[src/rtl/prefetch_issue_queue_if.sv]
// prefetch_issue_queue_if: candidate capture and memory request bundle.
// slave faces the queue, master faces prefetcher/memory side.
interface prefetch_issue_queue_if #(
  parameter int ADDR_W = 32
);
  logic [ADDR_W-1:0] in_addr;
  logic              in_valid;
  logic              mem_req;
  logic [ADDR_W-1:0] mem_addr;
  logic              mem_gnt;

  modport slave (
    input  in_addr,
    input  in_valid,
    input  mem_gnt,
    output mem_req,
    output mem_addr
  );

  modport master (
    output in_addr,
    output in_valid,
    output mem_gnt,
    input  mem_req,
    input  mem_addr
  );
endinterface

[src/rtl/prefetch_issue_queue.sv]
// prefetch_issue_queue: filters, buffers and issues prefetch candidates.
// Optional macro PFQ_HISTORY_EN adds a recently-granted address history.
module prefetch_issue_queue #(
  parameter  int ADDR_W     = 32,
  parameter  int DEPTH      = 8,
  parameter  int GRID_CELLS = 27,
  parameter  int HIST       = 4,
  localparam int CW         = $clog2(DEPTH) + 1
) (
  input  logic                 clock,
  input  logic                 reset,
  prefetch_issue_queue_if.slave bus,
  output logic [CW-1:0]        occupancy,
  output logic [15:0]          drop_cnt,
  output logic [15:0]          filt_cnt
);
  localparam int PW = $clog2(DEPTH);

  typedef enum logic {IDLE, REQ} state_t;

  state_t            state, state_d;
  logic [ADDR_W-1:0] qmem [DEPTH];
  logic [PW-1:0]     head, tail, off;
  logic              empty, full, pop, push;
  logic              req_d;
  logic [ADDR_W-1:0] addr_d;
  logic              oor, dup_q, dup_f, dup_h, dup;

  assign empty = (occupancy == '0);
  assign full  = (occupancy == CW'(DEPTH));
  assign oor   = bus.in_addr >= ADDR_W'(GRID_CELLS);
  assign dup_f = bus.mem_req && (bus.mem_addr == bus.in_addr);
  assign dup   = dup_q || dup_f || dup_h;
  assign push  = bus.in_valid && !oor && !dup && !(full && !pop);

  // Match candidate against every live queue slot.
  always_comb begin
    dup_q = 1'b0;
    off   = '0;
    for (int i = 0; i < DEPTH; i++) begin
      off = PW'(i) - head;
      if (({1'b0, off} < occupancy) && (qmem[i] == bus.in_addr))
        dup_q = 1'b1;
    end
  end

`ifdef PFQ_HISTORY_EN
  localparam int HPW = (HIST > 1) ? $clog2(HIST) : 1;

  logic [ADDR_W-1:0] hist [HIST];
  logic [HIST-1:0]   hist_vld;
  logic [HPW-1:0]    hist_ptr;

  // Match candidate against recently granted addresses.
  always_comb begin
    dup_h = 1'b0;
    for (int i = 0; i < HIST; i++)
      if (hist_vld[i] && (hist[i] == bus.in_addr))
        dup_h = 1'b1;
  end

  // Record each granted address round-robin.
  always_ff @(posedge clock or posedge reset) begin
    if (reset) begin
      hist_vld <= '0;
      hist_ptr <= '0;
    end else if (bus.mem_req && bus.mem_gnt) begin
      hist[hist_ptr]     <= bus.mem_addr;
      hist_vld[hist_ptr] <= 1'b1;
      hist_ptr <= (hist_ptr == HPW'(HIST - 1)) ? '0 : hist_ptr + 1'b1;
    end
  end
`else
  logic unused_hist;
  assign unused_hist = (HIST != 0);
  assign dup_h = 1'b0;
`endif

  // Issue FSM: pop into the request register when free or on grant.
  always_comb begin
    state_d = state;
    pop     = 1'b0;
    req_d   = bus.mem_req;
    addr_d  = bus.mem_addr;
    unique case (state)
      IDLE: begin
        if (!empty) begin
          pop     = 1'b1;
          req_d   = 1'b1;
          addr_d  = qmem[head];
          state_d = REQ;
        end
      end
      REQ: begin
        if (bus.mem_gnt) begin
          if (!empty) begin
            pop    = 1'b1;
            addr_d = qmem[head];
          end else begin
            req_d   = 1'b0;
            state_d = IDLE;
          end
        end
      end
      default: state_d = IDLE;
    endcase
  end

  // State, request register, pointers, occupancy and counters.
  always_ff @(posedge clock or posedge reset) begin
    if (reset) begin
      state        <= IDLE;
      bus.mem_req  <= 1'b0;
      bus.mem_addr <= '0;
      head         <= '0;
      tail         <= '0;
      occupancy    <= '0;
      drop_cnt     <= '0;
      filt_cnt     <= '0;
    end else begin
      state        <= state_d;
      bus.mem_req  <= req_d;
      bus.mem_addr <= addr_d;
      if (pop)  head <= head + 1'b1;
      if (push) tail <= tail + 1'b1;
      occupancy <= occupancy + CW'(push) - CW'(pop);
      if (bus.in_valid && (oor || dup) && (filt_cnt != 16'hFFFF))
        filt_cnt <= filt_cnt + 1'b1;
      if (bus.in_valid && !oor && !dup && full && !pop &&
          (drop_cnt != 16'hFFFF))
        drop_cnt <= drop_cnt + 1'b1;
    end
  end

  // Queue storage; no reset needed, liveness comes from occupancy.
  always_ff @(posedge clock) begin
    if (push) qmem[tail] <= bus.in_addr;
  end
endmodule

[src/flat_wrapper.sv]
// flat-port wrapper written by rule: the top's interface ports become plain ports
module prefetch_issue_queue_flat 
#(
  parameter  int ADDR_W     = 32,
  parameter  int DEPTH      = 8,
  parameter  int GRID_CELLS = 27,
  parameter  int HIST       = 4,
  localparam int CW         = $clog2(DEPTH) + 1
)
  (clock, reset, occupancy, drop_cnt, filt_cnt, bus_in_addr, bus_in_valid, bus_mem_gnt, bus_mem_req, bus_mem_addr);
  prefetch_issue_queue_if #(.ADDR_W(ADDR_W)) bus_i ();
  input  logic clock;
  input  logic reset;
  output logic [CW-1:0] occupancy;
  output logic [15:0] drop_cnt;
  output logic [15:0] filt_cnt;
  input wire logic [$bits(bus_i.in_addr)-1:0] bus_in_addr;
  input wire logic [$bits(bus_i.in_valid)-1:0] bus_in_valid;
  input wire logic [$bits(bus_i.mem_gnt)-1:0] bus_mem_gnt;
  output wire logic [$bits(bus_i.mem_req)-1:0] bus_mem_req;
  output wire logic [$bits(bus_i.mem_addr)-1:0] bus_mem_addr;
  assign bus_i.in_addr = bus_in_addr;
  assign bus_i.in_valid = bus_in_valid;
  assign bus_i.mem_gnt = bus_mem_gnt;
  assign bus_mem_req = bus_i.mem_req;
  assign bus_mem_addr = bus_i.mem_addr;
  prefetch_issue_queue #(.ADDR_W(ADDR_W), .DEPTH(DEPTH), .GRID_CELLS(GRID_CELLS), .HIST(HIST)) u_core (.clock(clock), .reset(reset), .bus(bus_i), .occupancy(occupancy), .drop_cnt(drop_cnt), .filt_cnt(filt_cnt));
endmodule
[config.mk]
export PLATFORM = sky130hd
export DESIGN_NAME = prefetch_issue_queue_flat
export DESIGN_NICKNAME = d
export VERILOG_FILES = /design/src/rtl/prefetch_issue_queue_if.sv /design/src/rtl/prefetch_issue_queue.sv /design/src/flat_wrapper.sv
export SDC_FILE = /design/constraint.sdc
export NUM_CORES = 1
export LEC_CHECK = 0
export ABC_CLOCK_PERIOD_IN_PS = 6400
export CORE_MARGIN = 2
export CORE_UTILIZATION = 45
export CTS_BUF_LIST = sky130_fd_sc_hd__clkbuf_8
export CTS_CLUSTER_DIAMETER = 60
export DETAILED_ROUTE_END_ITERATION = 8
export PLACE_DENSITY = 0.74
export SLEW_MARGIN = 10
export SYNTH_ARGS = -nofsm -noshare
export SYNTH_HDL_FRONTEND = slang
export SYNTH_SLANG_ARGS = --single-unit
[constraint.sdc]
create_clock -name clock -period 6.4 [get_ports clock]
set_clock_uncertainty 0.15 [all_clocks]
set_input_delay 0.64 -clock clock [delete_from_list [all_inputs] [get_ports clock]]
set_output_delay 0.64 -clock clock [all_outputs]
set_load 0.03 [all_outputs]
---- Yosys cells after proc, flatten, opt, wreduce, memory -nomap -nowiden ----
Memory sizes are Yosys's and may differ from the RTL's.
Cells that the tools add are included.
word-level totals
  input bits .............................. 36
  memory bits (writable) .................. 256
  register bits after elaboration ......... 76
  word-level logic and storage cells ...... 96
  memory bits (read-only) ................. 0
  output and inout bits ................... 69
  latch bits .............................. 0
  memories kept ........................... 1
memories
  name         words  width  read ports  clocked after memory_dff  wr ports  line                        text
  u_core.qmem  8      32     9           0                         1         prefetch_issue_queue.sv:22  logic [ADDR_W-1:0] qmem [DEPTH];
cells by class
  reduce and logical (&&, ||, !) cells .... 26
  div/mod/pow operators ................... 0
  bitwise gates (word level) .............. 1
  eq/ne operators ......................... 15
  order comparisons ....................... 9
  $mul .................................... 0
  shifts and indexed selects .............. 0
  $add $sub $neg .......................... 14
  muxes and demuxes ....................... 22
operators by type and width
  kind                                                                                   number
  32-bit equality test                                                                   9
  32-bit two-way mux                                                                     2
  32-bit case mux with 2 select lines                                                    1
  16-bit by 1-bit adder with 16-bit output (second input constant)                       2
  32-bit by 5-bit greater-or-equal comparator with 1-bit output (second input constant)  1
  3-bit by 4-bit less-than comparator with 1-bit output                                  8
  16-bit inequality test (second input constant)                                         2
  1-bit logical AND                                                                      18
  1-bit two-way mux                                                                      16
  3-bit subtractor (first input constant)                                                4
  3-bit by 1-bit adder with 3-bit output (second input constant)                         2
  2-bit inequality test (second input constant)                                          3
  1-bit case mux with 2 select lines                                                     3
  1-bit by 3-bit subtractor with 3-bit output (first input constant)                     2
  2-bit by 3-bit subtractor with 3-bit output (first input constant)                     2
  4-bit by 1-bit adder with 4-bit output                                                 1
  4-bit equality test (second input constant)                                            1
  1-bit zero test                                                                        4
  4-bit zero test                                                                        1
  4-bit by 1-bit subtractor with 4-bit output                                            1
  3-bit AND reduction                                                                    1
  1-bit logical OR                                                                       2
  1-bit inverter                                                                         1

---- Depth between registers and ports, before layout ----
Gate-level depths: netlist of run 1.
  depth in word-level cells ............... 17
  depth in mapped cells ................... 15
  mapped depth without buffers ............ 13

---- Least setup slack after synthesis of run 1 ----
Ideal clock, no wire load.
  path type ............................... flip-flop to flip-flop
  start point ............................. register u_core.head[1]
  end point ............................... memory u_core.qmem[0][0], enable pin
  path slack .............................. 522 ps
  arrival time ............................ 5267 ps
  required time ........................... 5789 ps
  stages on the path, launching flop included .. 14
  clock period less this slack ............ 5878 ps
  setup time .............................. 461 ps
  cells stage by stage .................... dfrtp_1 buf_1 buf_2 inv_1 ha_1 inv_1 ha_1 a21o_1 a21oi_1 o211ai_1 nand4_2 nor4_4 nand2b_1 nor3_1
on the way
  cells in the longest elaborated chain, start to end .. 17
RTL lines
  element                                                line                         text
  start, declared                                        prefetch_issue_queue.sv:23   logic [PW-1:0] head, tail, off;
  start signal, assigned                                 prefetch_issue_queue.sv:124  if (pop) head <= head + 1'b1;
  1-bit by 3-bit subtractor with 3-bit output            prefetch_issue_queue.sv:41   off = PW'(i) - head;
  3-bit by 4-bit less-than comparator with 1-bit output  prefetch_issue_queue.sv:42   if (({1'b0, off} < occupancy) && (qmem[i] == bus.in_addr))
  1-bit logical AND                                      prefetch_issue_queue.sv:42
  1-bit two-way mux (7 in a row)                         prefetch_issue_queue.sv:42
  1-bit two-way mux (*)                                  prefetch_issue_queue.sv:42
  1-bit logical OR (*)                                   prefetch_issue_queue.sv:33   assign dup = dup_q || dup_f || dup_h;
  1-bit zero test (*)                                    prefetch_issue_queue.sv:34   assign push = bus.in_valid && !oor && !dup && !(full && !pop);
  1-bit logical AND (*) (2 in a row)                     prefetch_issue_queue.sv:34
  via u_core.push                                        prefetch_issue_queue.sv:24   logic empty, full, pop, push;
  1-bit two-way mux (*)                                  prefetch_issue_queue.sv:137  if (push) qmem[tail] <= bus.in_addr;
  1-bit two-way mux (not written as such) (*)            prefetch_issue_queue.sv:137
  end, declared                                          prefetch_issue_queue.sv:22
The timed path passes the listed nets; every way through them passes the cells marked *.

---- Worst setup path after layout of run 1 ----
  start point ............................. register u_core.head[1]
  end point ............................... memory u_core.qmem[1][4], enable pin
Same word-level chain as after synthesis.

==> summary.md, run 1 <==
| Metric | Value |
|---|---|
| Outcome | complete, no violations |
| Worst setup EP type | flip-flop |
| Rows | 70 |
| Final WL | roughly 50000 um |
| Worst setup startpoint | u_core.head[1]$_DFFE_PP0P_ |
| R2R depth | 12 |
| Leakage power | approximately 6.4 nW |
| Fin crit period | 4.74 ns |
| Crit-path max FO | 36 |
| Average size of a mapped cell | between 10 and 15 um2 |
| TritonCTS Buffers | between 50 and 60 |
| Gr usage total | 26.3% |
| Mapped Cells | ~1200 |
| Initial core utilization | approximately 46% |
| Sw Ratio | between 30% and 40% |
| Initial antenna violation count | 0 |
| Flop2flop setup slack | ~1.7 ns |
| CP arrival | about 4.8 ns |
| # DRC | 0 |
| Pre-antenna DRT Iters | 5 |
| Synth warn | 0 |
| Rel. slew slack | about a third |
| Clock Latency Late Sink | 0.63 ns |
| Number of hold buffers added after cts | 0 |
| ANT cells | 0 |
| WL/cell | approximately 28 um |
| Maximum VDD drop | approximately 0.31 mV |
| Syn nets | around 1300 |
| Core ar. | 36500 um2 |
| Htree depth | 2 |
| Number of synthesized flops with an enable pin | 256 |
| Worst Setup Start Kind | flip-flop |
| Seq/Total Area, Yosys | between 50% and 60% |
| GPL Wtd Cong | between 1 and 1.5 |
| Setup_tns | 0 ns |
| Logic pwr share | about 32% |
| FF+latch count, synth | about 330 |
| Synth unique cells | 44 |
| Max-cap viol count | 0 |
| I/O pin total | about 110 |
| Congestion Overflow GR | 0 |
| Top_reg_cell synth | edfxtp_1 |
| Post-DP HPWL | ~35000 um |
| Setup Crit Path Kind | flip-flop to flip-flop |
| Global-route wire length before repair | between 70000 and 80000 um |
| Fraction of layout cells with a size suffix above 1 | between 10 and 15% |
| CTS tree | built |
| DIE WIDTH | around 200 um |
| Via count | 10900 |
| RSZ-0062 raised after global routing | no |
| # clock sinks | 332 |
| RR Endpoint | u_core.qmem[1][4]$_DFFE_PP_ |
| Clock Power Share | around 28% |
| Register area | between 9000 and 10000 um2 |
| Clk slew on worst S/H paths | roughly 0.06 ns |
| Iteration-0 DRC Markers | between 1000 and 1500 |
| Non-Filler Instances | around 1800 |
| DIE AREA | about 39000 um2 |
| Final Max Tran Viols | 0 |
| Largest net degree at the start of global routing | 70 |
| Sequential power share | 39.4% |
| Crit Reg-Reg Startpoint | u_core.head[1]$_DFFE_PP0P_ |
| Clk buf depth | 3 |
| Fmax | between 0.2 and 0.25 GHz |
| Number of vias per cell | roughly 6.0 |
| HP Class | flip-flop to flip-flop |
| Post-CTS Resized | 0 |
| Final hold vios | 0 |
| Area of the multi-input gates | around 6700 um2 |
| P&R area growth vs syn | 15.5% |
| Hold Slack | 0.336 ns |
| Post-Syn Area | around 17000 um2 |
| Vias in the first global route | about 11000 |
| Port bufs | ~100 |
| Setup violators final | 0 |
| Root buffer cell | clkbuf_8 |
| # nets final | roughly 1400 |
| Internal Power | approximately 4.6 mW |
| Worst Max-Slew Pin Slew | just over 1 ns |
| # placed instances | between 1500 and 2000 |
| PD cells | ~370 nW/um2 |
| Fillers | about 3000 |
| Final period utilization | 74.0% |
| Number of setup buffers added after CTS | 0 |
| Switch Pwr | between 2 and 3 mW |
| DRT antenna net count | 0 |
| Worst EP required | about 6.5 ns |
| Worst setup path end | u_core.qmem[1][4]$_DFFE_PP_ |
| Async SR Flop Fraction | approximately 23% |
| Die height | about 200 um |
-- final cells by class --
type	instances	share of cell area, %
Tap cell	468	3.04
Multi-Input combinational cell	776	34.6
Timing Repair Buffer	118	5.95
Sequential cell	332	49.8
Clock inverter	38	1.48
Clock buffer	66	4.72
Inverter	18	0.358
-- registers in the layout, indices dropped and copies added (netlist names) --
| name | flops |
|---|---|
| u_core.qmem | 256 |
| u_core.bus.mem_addr | 32 |
| u_core.drop_cnt | 16 |
| u_core.filt_cnt | 16 |
| u_core.occupancy | 4 |
| u_core.head | 3 |
| u_core.tail | 3 |
| u_core.bus.mem_req | 1 |
| u_core.state | 1 |
-- worst min path at each step --
| stage | from | end | slack, ns | cells after the start |
|---|---|---|---|---|
| after detailed placement | u_core.filt_cnt[12]$_DFFE_PP0P_ | u_core.filt_cnt[12]$_DFFE_PP0P_ | 0.33 | 1 |
| after global routing | u_core.filt_cnt[14]$_DFFE_PP0P_ | u_core.filt_cnt[14]$_DFFE_PP0P_ | 0.36 | 1 |
| after global placement | u_core.filt_cnt[9]$_DFFE_PP0P_ | u_core.filt_cnt[9]$_DFFE_PP0P_ | 0.32 | 1 |
| final | u_core.filt_cnt[12]$_DFFE_PP0P_ | u_core.filt_cnt[12]$_DFFE_PP0P_ | 0.34 | 1 |
| after floorplan | u_core.tail[0]$_DFFE_PP0P_ | u_core.tail[0]$_DFFE_PP0P_ | 0.33 | 1 |
| after CTS | u_core.filt_cnt[12]$_DFFE_PP0P_ | u_core.filt_cnt[12]$_DFFE_PP0P_ | 0.34 | 1 |
-- cell families after synthesis --
group | Yosys count | synth area share (%)
flops | 332 | 57.6
xor+xnor | 326 | 17.1
simple gates | 295 | 9.07
buf+inv | 84 | 2.83
mux | 68 | 8.92
compound gates | 63 | 2.62
fa+ha+maj | 24 | 1.85
-- power groups by stage --
stage | Sequential [mW] | Clock (mW) | Combinational [mW]
finish | 2.81 | 2.01 | 2.30
global route | 2.84 | 2.12 | 2.45
floorplan | 2.93 | 0 | 1.34
global placement | 2.85 | 0 | 2.26
CTS | 2.81 | 2.03 | 2.30
detailed placement | 2.85 | 0 | 2.29
-- layer usage --
metal	track usage (%)	share of wire [%]	routed length (um)
met2	41.5	46	23100
met1	34.8	38	19200
met5	0	0	0
met3	6.04	11	5410
met4	11.8	4.9	2450
-- cells in the final DEF, fill, tap and decap left out, drive strengths merged, types with 3 or more instances in the layout --
cell type and count:
xnor2 290, bufinv 4, a21o 5, o21a 3, nand4 75, mux2 4, nand3 16, clkinv 18
nand2 91, a21oi 8, ha 23, a31oi 32, o211ai 8, clkdlybuf4s50 104, nand2b 5, edfxtp 256
dfrtp 76, nor3 11, nor2 56, buf 14, and3 7, mux4 64, xor2 36, o21ai 3
nor4 29, inv 32, clkbuf 66
-- worst max-delay path, cell delays in order, from the launching register on --
cell and delay [ns]:
dfrtp_4 0.90, inv_1 0.20, ha_1 0.38, inv_1 0.05, ha_1 0.26, a21o_1 0.12, a21oi_1 0.12, o211ai_1 0.23
nand4_2 0.29, nor4_4 0.59, nand2_1 0.33, nor3_2 0.17, buf_4 0.52
-- cell usage after synthesis (2+ instances only) --
master,n,area share (%)
o211ai_1,8,0.36
nor2_1,56,1.3
a21oi_1,7,0.21
buf_6,6,0.41
nand4_2,2,0.15
nor4_2,2,0.15
a21o_1,5,0.23
clkbuf_1,20,0.45
xnor2_1,290,15
nand2_1,90,2.0
a31oi_1,32,1.2
o21a_1,3,0.14
nand3_1,16,0.48
nor4_4,2,0.26
mux2_2,3,0.20
nor3_1,11,0.33
edfxtp_1,256,46
mux4_2,64,8.7
nor4_1,25,0.94
buf_2,5,0.15
and4_1,2,0.11
nand2b_1,5,0.19
ha_1,23,1.7
buf_4,28,1.3
o21ai_0,2,0.060
nand4_1,73,2.7
xor2_1,36,1.9
buf_1,7,0.16
inv_1,17,0.38
dfrtp_1,76,11
and3_1,7,0.26
-- through the flow --
stage | power [mW] | instance area, um2 | setup WS [ns] | util (%)
after global placement | 5.10 | 18100 | 1.47 | 49.4
after global routing | 7.40 | 19200 | 1.33 | 52.7
final | 7.12 | 19200 | 1.66 | 52.7
after detailed placement | 5.14 | 18100 | 1.36 | 49.4
after floorplan | 4.27 | 16700 | 0.522 | -
after CTS | 7.14 | 19200 | 1.60 | 52.7
Power figures use the tool's default switching activity.
==> run 2, diff against run 1 <==
--- a/config.mk
+++ b/config.mk
@@ -5,7 +5,7 @@
 export SDC_FILE = /design/constraint.sdc
 export NUM_CORES = 1
 export LEC_CHECK = 0
-export ABC_CLOCK_PERIOD_IN_PS = 6400
+export ABC_CLOCK_PERIOD_IN_PS = 4900
 export CORE_MARGIN = 2
 export CORE_UTILIZATION = 45
 export CTS_BUF_LIST = sky130_fd_sc_hd__clkbuf_8
==> constraint.sdc (replaced) <==
create_clock -name clock -period 4.9 [get_ports clock]
set_clock_uncertainty 0.15 [all_clocks]
set_input_delay 0.49 -clock clock [delete_from_list [all_inputs] [get_ports clock]]
set_output_delay 0.49 -clock clock [all_outputs]
set_load 0.03 [all_outputs]
==> summary.md, run 2 (synthesized netlist as in run 1, its figures left out) <==
| Metric | Value |
|---|---|
| Flop2flop setup slack | 0.80 ns |
| Largest delay share family, worst path | simple AND/OR/NAND/NOR gates |
| Cell repeated most along the worst path | buf_4 |
| I/O pin total | 105 |
| Worst setup path end | u_core.qmem[7][15]$_DFFE_PP_ |
| Highest metal used | met5 |
| Core ar. | roughly 37000 um2 |
| Maximum VDD drop | 0.281 mV |
| Vias in the first global route | 10700 |
| Crit Reg-Reg Startpoint | u_core.head[0]$_DFFE_PP0P_ |
| # nets final | around 1400 |
| Final Max Tran Viols | 0 |
| P&R area growth vs syn | 17.4% |
| Worst setup startpoint | u_core.head[0]$_DFFE_PP0P_ |
| Via count | about 11000 |
| DRT antenna net count | 0 |
| Area of placed instances | between 15000 and 20000 um2 |
| Number of vias per cell | 5.97 |
| Post-DP HPWL | roughly 37000 um |
| Routed length on met2 | between 20000 and 25000 um |
| Clk slew on worst S/H paths | around 0.06 ns |
| # clock sinks | 332 |
| TritonCTS Buffers | 56 |
| Worst Setup Start Kind | flip-flop |
| Die height | between 150 and 200 um |
| Fin crit period | approximately 4.1 ns |
| CTS tree | built |
| WL/cell | about 27 um |
| Initial core utilization | 45.6% |
| Root buffer cell | clkbuf_8 |
| Clock Latency Late Sink | approximately 0.65 ns |
| Outcome | complete, no violations |
| CP bufs+invs | 5 |
| ANT cells | 0 |
| Rel. slew slack | about 25% |
| Clk buf depth | 3 |
| Final hold vios | 0 |
| Port bufs | around 100 |
| DIE WIDTH | 196 um |
| Worst EP required | ~5.1 ns |
| Fillers | roughly 3000 |
| Max incr delay on CP | 0.69 ns |
| Congestion Overflow GR | 0 |
| Max-cap viol count | 0 |
| Initial antenna violation count | 2 |
| GPL Wtd Cong | 1.05 |
| Setup ws final | approximately 0.80 ns |
| Instance count on the critical path | 14 |
| Worst setup EP type | flip-flop |
| Rows | 70 |
| CP max-delay cell | nor2_4 |
| Setup violators final | 0 |
| Worst Max-Slew Pin Slew | around 1.1 ns |
| Most common cell after layout, fill and taps aside | xnor2_1 |
| Htree depth | 2 |
| Max reg flops | roughly 260 |
| Pre-antenna DRT Iters | 5 |
| Iteration-0 DRC Markers | 1275 |
| Most frequent cells in the layout | xnor2_1, edfxtp_1, clkdlybuf4s50_1 |
| CP arrival | about 4.3 ns |
| Final WL | around 51000 um |
| Fmax | 0.244 GHz |
| Largest net degree at the start of global routing | between 60 and 70 |
| Crit-path max FO | 22 |
| Final period utilization | 83.6% |
| HP Class | input pin to asynchronous set/reset pin |
| # DRC | 0 |
| Post-CTS Resized | 0 |
| Met1 wire length | between 15000 and 20000 um |
| Number of hold buffers added after cts | 0 |
| Biggest regs | u_core.qmem x256, u_core.bus.mem_addr x32 |
| R2R depth | 14 |
| RSZ-0062 raised after global routing | no |
| Design area | slightly below 20000 um2 |
| Biggest register | u_core.qmem |
| Setup_tns | 0 ns |
| Fraction of layout cells with a size suffix above 1 | 16.8% |
| PD cells | 462 nW/um2 |
| Worst slack at placement | approximately 0.33 ns |
| Critical path, cell by cell | buf_4, clkinv_1, ha_1, inv_1, ha_1, a21o_1, a21oi_1, o211ai_1, nand4_2, nor4_4, nand2_1, buf_4, nor2_4, buf_4 |
| Gr usage total | 26.7% |
| Number of setup buffers added after CTS | 0 |
| Met3 WL | ~5200 um |
| Leakage power | 6.63 nW |
| Global-route wire length before repair | approximately 74000 um |
| Setup Crit Path Kind | flip-flop to flip-flop |
| RR Endpoint | u_core.qmem[7][15]$_DFFE_PP_ |
| DIE AREA | about 39000 um2 |
[run 2: cell types whose count changed in the layout (fill, tap and decap cells not counted), sizes merged]
cell,before,now
clkinvlp,2,1
inv,32,37
clkbuf,66,62
buf,14,72
clkinv,18,19
bufinv,4,0
[run 2: worst min path at each step]
stage / startpoint / slack, ns / depth (start not counted) / end
global placement: u_core.filt_cnt[9]$_DFFE_PP0P_ / 0.32 / 1 / u_core.filt_cnt[9]$_DFFE_PP0P_
floorplan: u_core.tail[0]$_DFFE_PP0P_ / 0.33 / 1 / u_core.tail[0]$_DFFE_PP0P_
global route: reset / 0.25 / 2 / u_core.drop_cnt[15]$_DFFE_PP0P_
finish: reset / 0.16 / 2 / u_core.bus.mem_addr[23]$_DFFE_PP0P_
CTS: reset / 0.17 / 2 / u_core.bus.mem_addr[23]$_DFFE_PP0P_
detailed placement: u_core.filt_cnt[4]$_DFFE_PP0P_ / 0.33 / 1 / u_core.filt_cnt[4]$_DFFE_PP0P_
[run 2: final cells by class]
type | instances | area [um2] | area share (%)
clock inverter | 39 | 181 | 0.928
inverter | 18 | 68.8 | 0.352
tap | 468 | 586 | 3.00
multi-input combinational | 776 | 6670 | 34.1
sequential | 332 | 9590 | 49.1
timing repair buffer | 176 | 1590 | 8.15
clock buffer | 62 | 853 | 4.37
[run 2: power by group]
part / switching (mW) / internal [mW]
combinational: 1.87 / 1.34
sequential: 0.261 / 3.24
clock: 1.16 / 1.16
[run 2: per-stage QoR]
stage / util [%] / power [mW] / cells / hold slack [ns]
2_1_floorplan: - / 5.58 / 1192 / 0.330
3_3_place_gp: 50.7 / 6.72 / 1770 / 0.321
3_5_place_dp: 50.7 / 6.75 / 1770 / 0.328
4_1_cts: 53.5 / 9.07 / 1871 / 0.175
5_1_grt: 53.5 / 9.43 / 1871 / 0.255
6_report: 53.5 / 9.04 / 1871 / 0.164
[run 2: layer usage]
layer	track usage, %	vias up
li1	-	4736
met1	35.9	5588
met2	40.9	701
met3	5.25	135
met4	15.2	4
met5	0	-
==> edit 1, RTL diff (flow settings as in run 2) <==
`DEPTH` is set to 8 in 2 places; all go to 4.
--- a/src/rtl/prefetch_issue_queue.sv
+++ b/src/rtl/prefetch_issue_queue.sv
@@ -2,7 +2,7 @@
 // Optional macro PFQ_HISTORY_EN adds a recently-granted address history.
 module prefetch_issue_queue #(
   parameter  int ADDR_W     = 32,
-  parameter  int DEPTH      = 8,
+  parameter  int DEPTH      = 4,
   parameter  int GRID_CELLS = 27,
   parameter  int HIST       = 4,
   localparam int CW         = $clog2(DEPTH) + 1
--- a/src/flat_wrapper.sv
+++ b/src/flat_wrapper.sv
@@ -2,7 +2,7 @@
 module prefetch_issue_queue_flat 
 #(
   parameter  int ADDR_W     = 32,
-  parameter  int DEPTH      = 8,
+  parameter  int DEPTH      = 4,
   parameter  int GRID_CELLS = 27,
   parameter  int HIST       = 4,
   localparam int CW         = $clog2(DEPTH) + 1
Interface: changed (resized occupancy); port bits go from 105 to 104. The function was not compared with the original's and may differ.
==> edit 1 against run 2 <==
  * Synthesized area decreased by 40%
  * Worst hold slack gained 0.15 ns
  * Power decreased by 46%
  * Setup slack better by 0.26 ns
  * Routed wire length fell by 51%
  * Critical path depth decreased by 3
  * Design area down 39%
  * Sequential cell count is 131 lower
  * Cell count fell by 41%
==> edit 1: results (changes against run 2) <==
- Status: complete, no violations
- Worst min-delay path category: flip-flop to flip-flop
- Clock Power Share: 30.7% (+5.0 points)
- Pre-CTS setup slack: 0.587 ns (+0.261 ns)
- Share of layout cells above drive strength 1: 18.2% (+1.4 points)
- NumNets Final: 852 (-40%)
- WL final: 25.0 mm (-51%)
- Cell at the slowest stage of the critical path: clkdlybuf4s50_1
- Fill cell count: 1813 (-39%)
- Signal buffers share of area: 9.38% (+1.2 points)
- Post-synth ARST share: 36.3% (+13 points)
- Largest registers: u_core.qmem: 128 flops, u_core.bus.mem_addr: 32 flops
- Least-Margin Pin Slew: 0.966 ns (-0.158 ns)
- Synth area leaders: edfxtp_1 38%, dfrtp_1 18%, xor2_1 12%, mux4_2 7.2%, xnor2_1 4.9%
- # clk buffers: 43 (-31%)
- Worst r2r path cells: 11 (-3)
- Non-Clock Inverter Count: 13 (-5)
- Dpl cells: 1045 (-41%)
- Multi-input logic area: 0.00408 mm2 (-39%)
- RePlAce Congestion: 0.916 (-13%)
- TritonCTS Buffers: 36 (-36%)
- Crit path from: bus_in_addr[31]
- Clk_lat worst skew: 0.53 ns (-0.12 ns)
- Repair and plain buffers: 115 (-35%)
- Slowest stage delay, CP: 0.67 ns (-0.02 ns)
-- edit 1: cell types whose count changed in the layout (fill, tap and decap cells not counted), sizes merged, moves of 12 or more --
cell / change
a31oi: -31
buf: -60
clkbuf: -19
clkinv: -12
edfxtp: -128
mux2: +33
mux4: -32
nand2: -76
nand4: -51
nor2: -47
nor4: +12
xnor2: -234
xor2: +102
-- edit 1: kinds of logic (layout without fill, tap and decap cells) --
| group | after synthesis | after routing | share of synthesized area, % |
|---|---|---|---|
| DFF | 201 | 201 | 56.4 |
| xor gates and xnor gates | 194 | 194 | 16.9 |
| and+or+nand+nor | 144 | 144 | 8.90 |
| muxes | 69 | 69 | 11.3 |
| buffers and inverters | 61 | 193 | 3.12 |
| AOI/OAI and AO/OA | 16 | 16 | 1.63 |
| adders and majority gates | 13 | 13 | 1.69 |
-- edit 1: layer usage --
metal	routed length, um	up-vias	track usage, %
met5	0	-	0
met4	806	0	8.26
met2	11400	282	32.5
met1	11000	3175	30.7
li1	-	2777	-
met3	1830	52	3.97
==> edit 2, RTL diff (flow settings as in run 2) <==
Made on the original files. Register the output `drop_cnt` once more; this adds one clock of latency there. The other outputs are not delayed to match.
--- a/src/rtl/prefetch_issue_queue.sv
+++ b/src/rtl/prefetch_issue_queue.sv
@@ -17,6 +17,8 @@
   localparam int PW = $clog2(DEPTH);
 
   typedef enum logic {IDLE, REQ} state_t;
+
+  logic [15:0] drop_cnt_s0;
 
   state_t            state, state_d;
   logic [ADDR_W-1:0] qmem [DEPTH];
@@ -115,7 +117,7 @@
       head         <= '0;
       tail         <= '0;
       occupancy    <= '0;
-      drop_cnt     <= '0;
+      drop_cnt_s0  <= '0;
       filt_cnt     <= '0;
     end else begin
       state        <= state_d;
@@ -127,8 +129,8 @@
       if (bus.in_valid && (oor || dup) && (filt_cnt != 16'hFFFF))
         filt_cnt <= filt_cnt + 1'b1;
       if (bus.in_valid && !oor && !dup && full && !pop &&
-          (drop_cnt != 16'hFFFF))
-        drop_cnt <= drop_cnt + 1'b1;
+          (drop_cnt_s0 != 16'hFFFF))
+        drop_cnt_s0 <= drop_cnt_s0 + 1'b1;
     end
   end
 
@@ -136,5 +138,9 @@
   always_ff @(posedge clock) begin
     if (push) qmem[tail] <= bus.in_addr;
   end
+  always_ff @(posedge clock) begin
+    drop_cnt <= drop_cnt_s0;
+  end
+
 endmodule
 
Check against the original RTL: no difference found for any inputs over 4 cycles, from zero or initial values and one cycle with reset high; that may be too few to reach the edited logic, so the function may still have changed.
==> edit 2 against run 2 <==
  * Routed wire length grew 3.4%
  * Design area grew 3.4%
  * Synthesized cell count increased by 2.3%
  * Synthesized area up 2.8%
  * Sequential cell count rose by 16
  * Power up 6.0%
  * Setup slack got worse by 0.18 ns
  * Core utilization up 0.26 points
  * Critical endpoint is now u_core.qmem[4][3]
  * Highest routed layer is now met4
==> edit 2: results (changes against run 2) <==
- GRT Total Usage: 27.5% (+0.73 points)
- RePlAce Congestion: 1.04 (-0.63%)
- Cell at the slowest stage of the critical path: nor2_4
- First-iteration detailed-routing DRC count: 1278 (+0.24%)
- NumNets Final: 1448 (+2.0%)
- Largest registers: u_core.qmem: 256 flops, u_core.bus.mem_addr: 32 flops
- Port buffer count: 104 (unchanged)
- Cts repair resizes: 0 (unchanged)
- Switching power: 3.50 mW (+6.4%)
- Post-route insts no fill: 1946 (+4.0%)
- Dpl cells: 1840 (+4.0%)
- Static leakage: 6.78 nW (+2.2%)
- Status: complete, no violations
- Post-synth ARST share: 21.8% (-1.1 points)
- Vias per std cell: 5.89 (-1.2%)
- H-tree depth: 2 (unchanged)
- Antenna diodes: 0 (unchanged)
- Vias in the first global route: 11200 (+4.7%)
- Clk_lat worst skew: 0.68 ns (+0.03 ns)
- Router iterations before antenna repair: 5 (unchanged)
- Post-detail-place hpwl: 38.4 mm (+4.9%)
- Ys Warns: 0 (unchanged)
- Post-synth EDFFs: 256 (unchanged)
- CP Launch Type: flip-flop
- Wire per inst: 27.3 um (-0.58%)
- Global-route wire length before repair: 77.2 mm (+4.8%)
- CP Max Fanout: 36 (+64%)
- Netlist cell types: 47 (+6.8%)
- Slew HR: 18.2% (-6.7 points)
- Largest net degree at the start of global routing: 71 (+2.9%)
- TritonCTS Buffers: 57 (+1.8%)
- Register area share after synthesis: 57.9% (+0.29 points)
- Commonest cells in the netlist: 306 x xnor2_1, 256 x edfxtp_1, 93 x nand4_1
- R2R setup slack: 0.62 ns (-0.18 ns)
- R2r startpoint: u_core.head[1]
- CP arrival: 4.38 ns (+0.09 ns)
- Maximum buffer depth of the clock tree: 3 (unchanged)
- RR Endpoint: u_core.qmem[4][3]
- CTS tree: done
- Met2 wire length: 24.7 mm (+5.5%)
- WL met1: 20.5 mm (+3.4%)
- Synth Instances: 1220 (+2.3%)
- Met3 routed WL: 5.33 mm (+2.1%)
- Syn_nets: 1280 (+2.2%)
- Slowest stage delay, CP: 0.96 ns (+0.27 ns)
- Root Driver: clkbuf_8
- Cell Area, Placed: 0.0191 mm2 (+3.0%)
- DR top layer: met4
- Share of layout cells above drive strength 1: 16.7% (-0.17 points)
- Post-CTS Setup Inserts: 0 (unchanged)
- Initial antenna violation count: 0 (-2)
- Worst min-delay path category: primary input to async pin
- Peak VDD IR: 0.363 mV (+29%)
- Largest delay share family, worst path: simple AND/OR/NAND/NOR gates
- Worst Setup EP: u_core.qmem[4][3]
- Synth area leaders: edfxtp_1 45%, xnor2_1 16%, dfrtp_1 11%, mux4_2 8.4%, nand4_1 3.4%
- Worst-path clk slew: about 0.070 ns
## edit 2: kinds of logic after synthesis
family,share of synthesized area (%)
flip-flops,57.9
XOR/XNOR,17.0
AND/OR/NAND/NOR,9.25
buffers and inverters,3.06
multiplexers,8.61
AO/OA/AOI/OAI,2.39
adder cells (fa/ha/maj),1.80
## edit 2: worst min path at each step
stage,to,slack [ns],cells past startpoint
floorplan,u_core.drop_cnt[11],0.23,0
global placement,u_core.drop_cnt[11],0.25,0
detailed placement,u_core.drop_cnt[9],0.26,0
CTS,u_core.bus.mem_addr[4],0.20,2
global route,u_core.drop_cnt_s0[14],0.25,2
finish,u_core.state,0.19,2
## edit 2: stage by stage
stage | utilization [%] | power, mW | worst slack, ns
2_1_floorplan | - | 5.79 | -0.226
3_3_place_gp | 50.8 | 7.02 | 0.237
3_5_place_dp | 50.8 | 7.07 | 0.187
4_1_cts | 53.8 | 9.60 | 0.532
5_1_grt | 53.8 | 9.98 | 0.357
6_report | 53.8 | 9.58 | 0.619
## edit 2: worst register-to-register path, stage by stage, from the launching register on
cell	delay, ns
dfrtp_4	0.44
buf_4	0.60
ha_1	0.31
o21a_1	0.13
o21ai_0	0.17
nand3_1	0.15
nand4_1	0.10
or3_1	0.44
or3_1	0.44
nor2_4	0.96
## edit 2: cell type report
cell class	count	area, um2
clock buffers	69	950
well taps	511	639
multi-input cells	787	6760
inverters	20	76.3
repair buffers	174	1680
flip-flops and latches	348	9910
clock inverters	37	189
fillers	3115	17400
## edit 2: power by group through the flow
stage,Sequential [mW],Combinational [mW],Clock (mW)
3_5_place_dp,3.74,3.33,0
4_1_cts,3.68,3.35,2.57
2_1_floorplan,3.98,1.81,0
5_1_grt,3.71,3.58,2.68
3_3_place_gp,3.73,3.29,0
6_report,3.69,3.35,2.54
## edit 2: metal layers
layer,vias to the layer above,GRT usage [%]
met4,0,13.0
li1,4860,-
met5,-,0
met2,713,43.6
met1,5780,36.4
met3,118,5.55
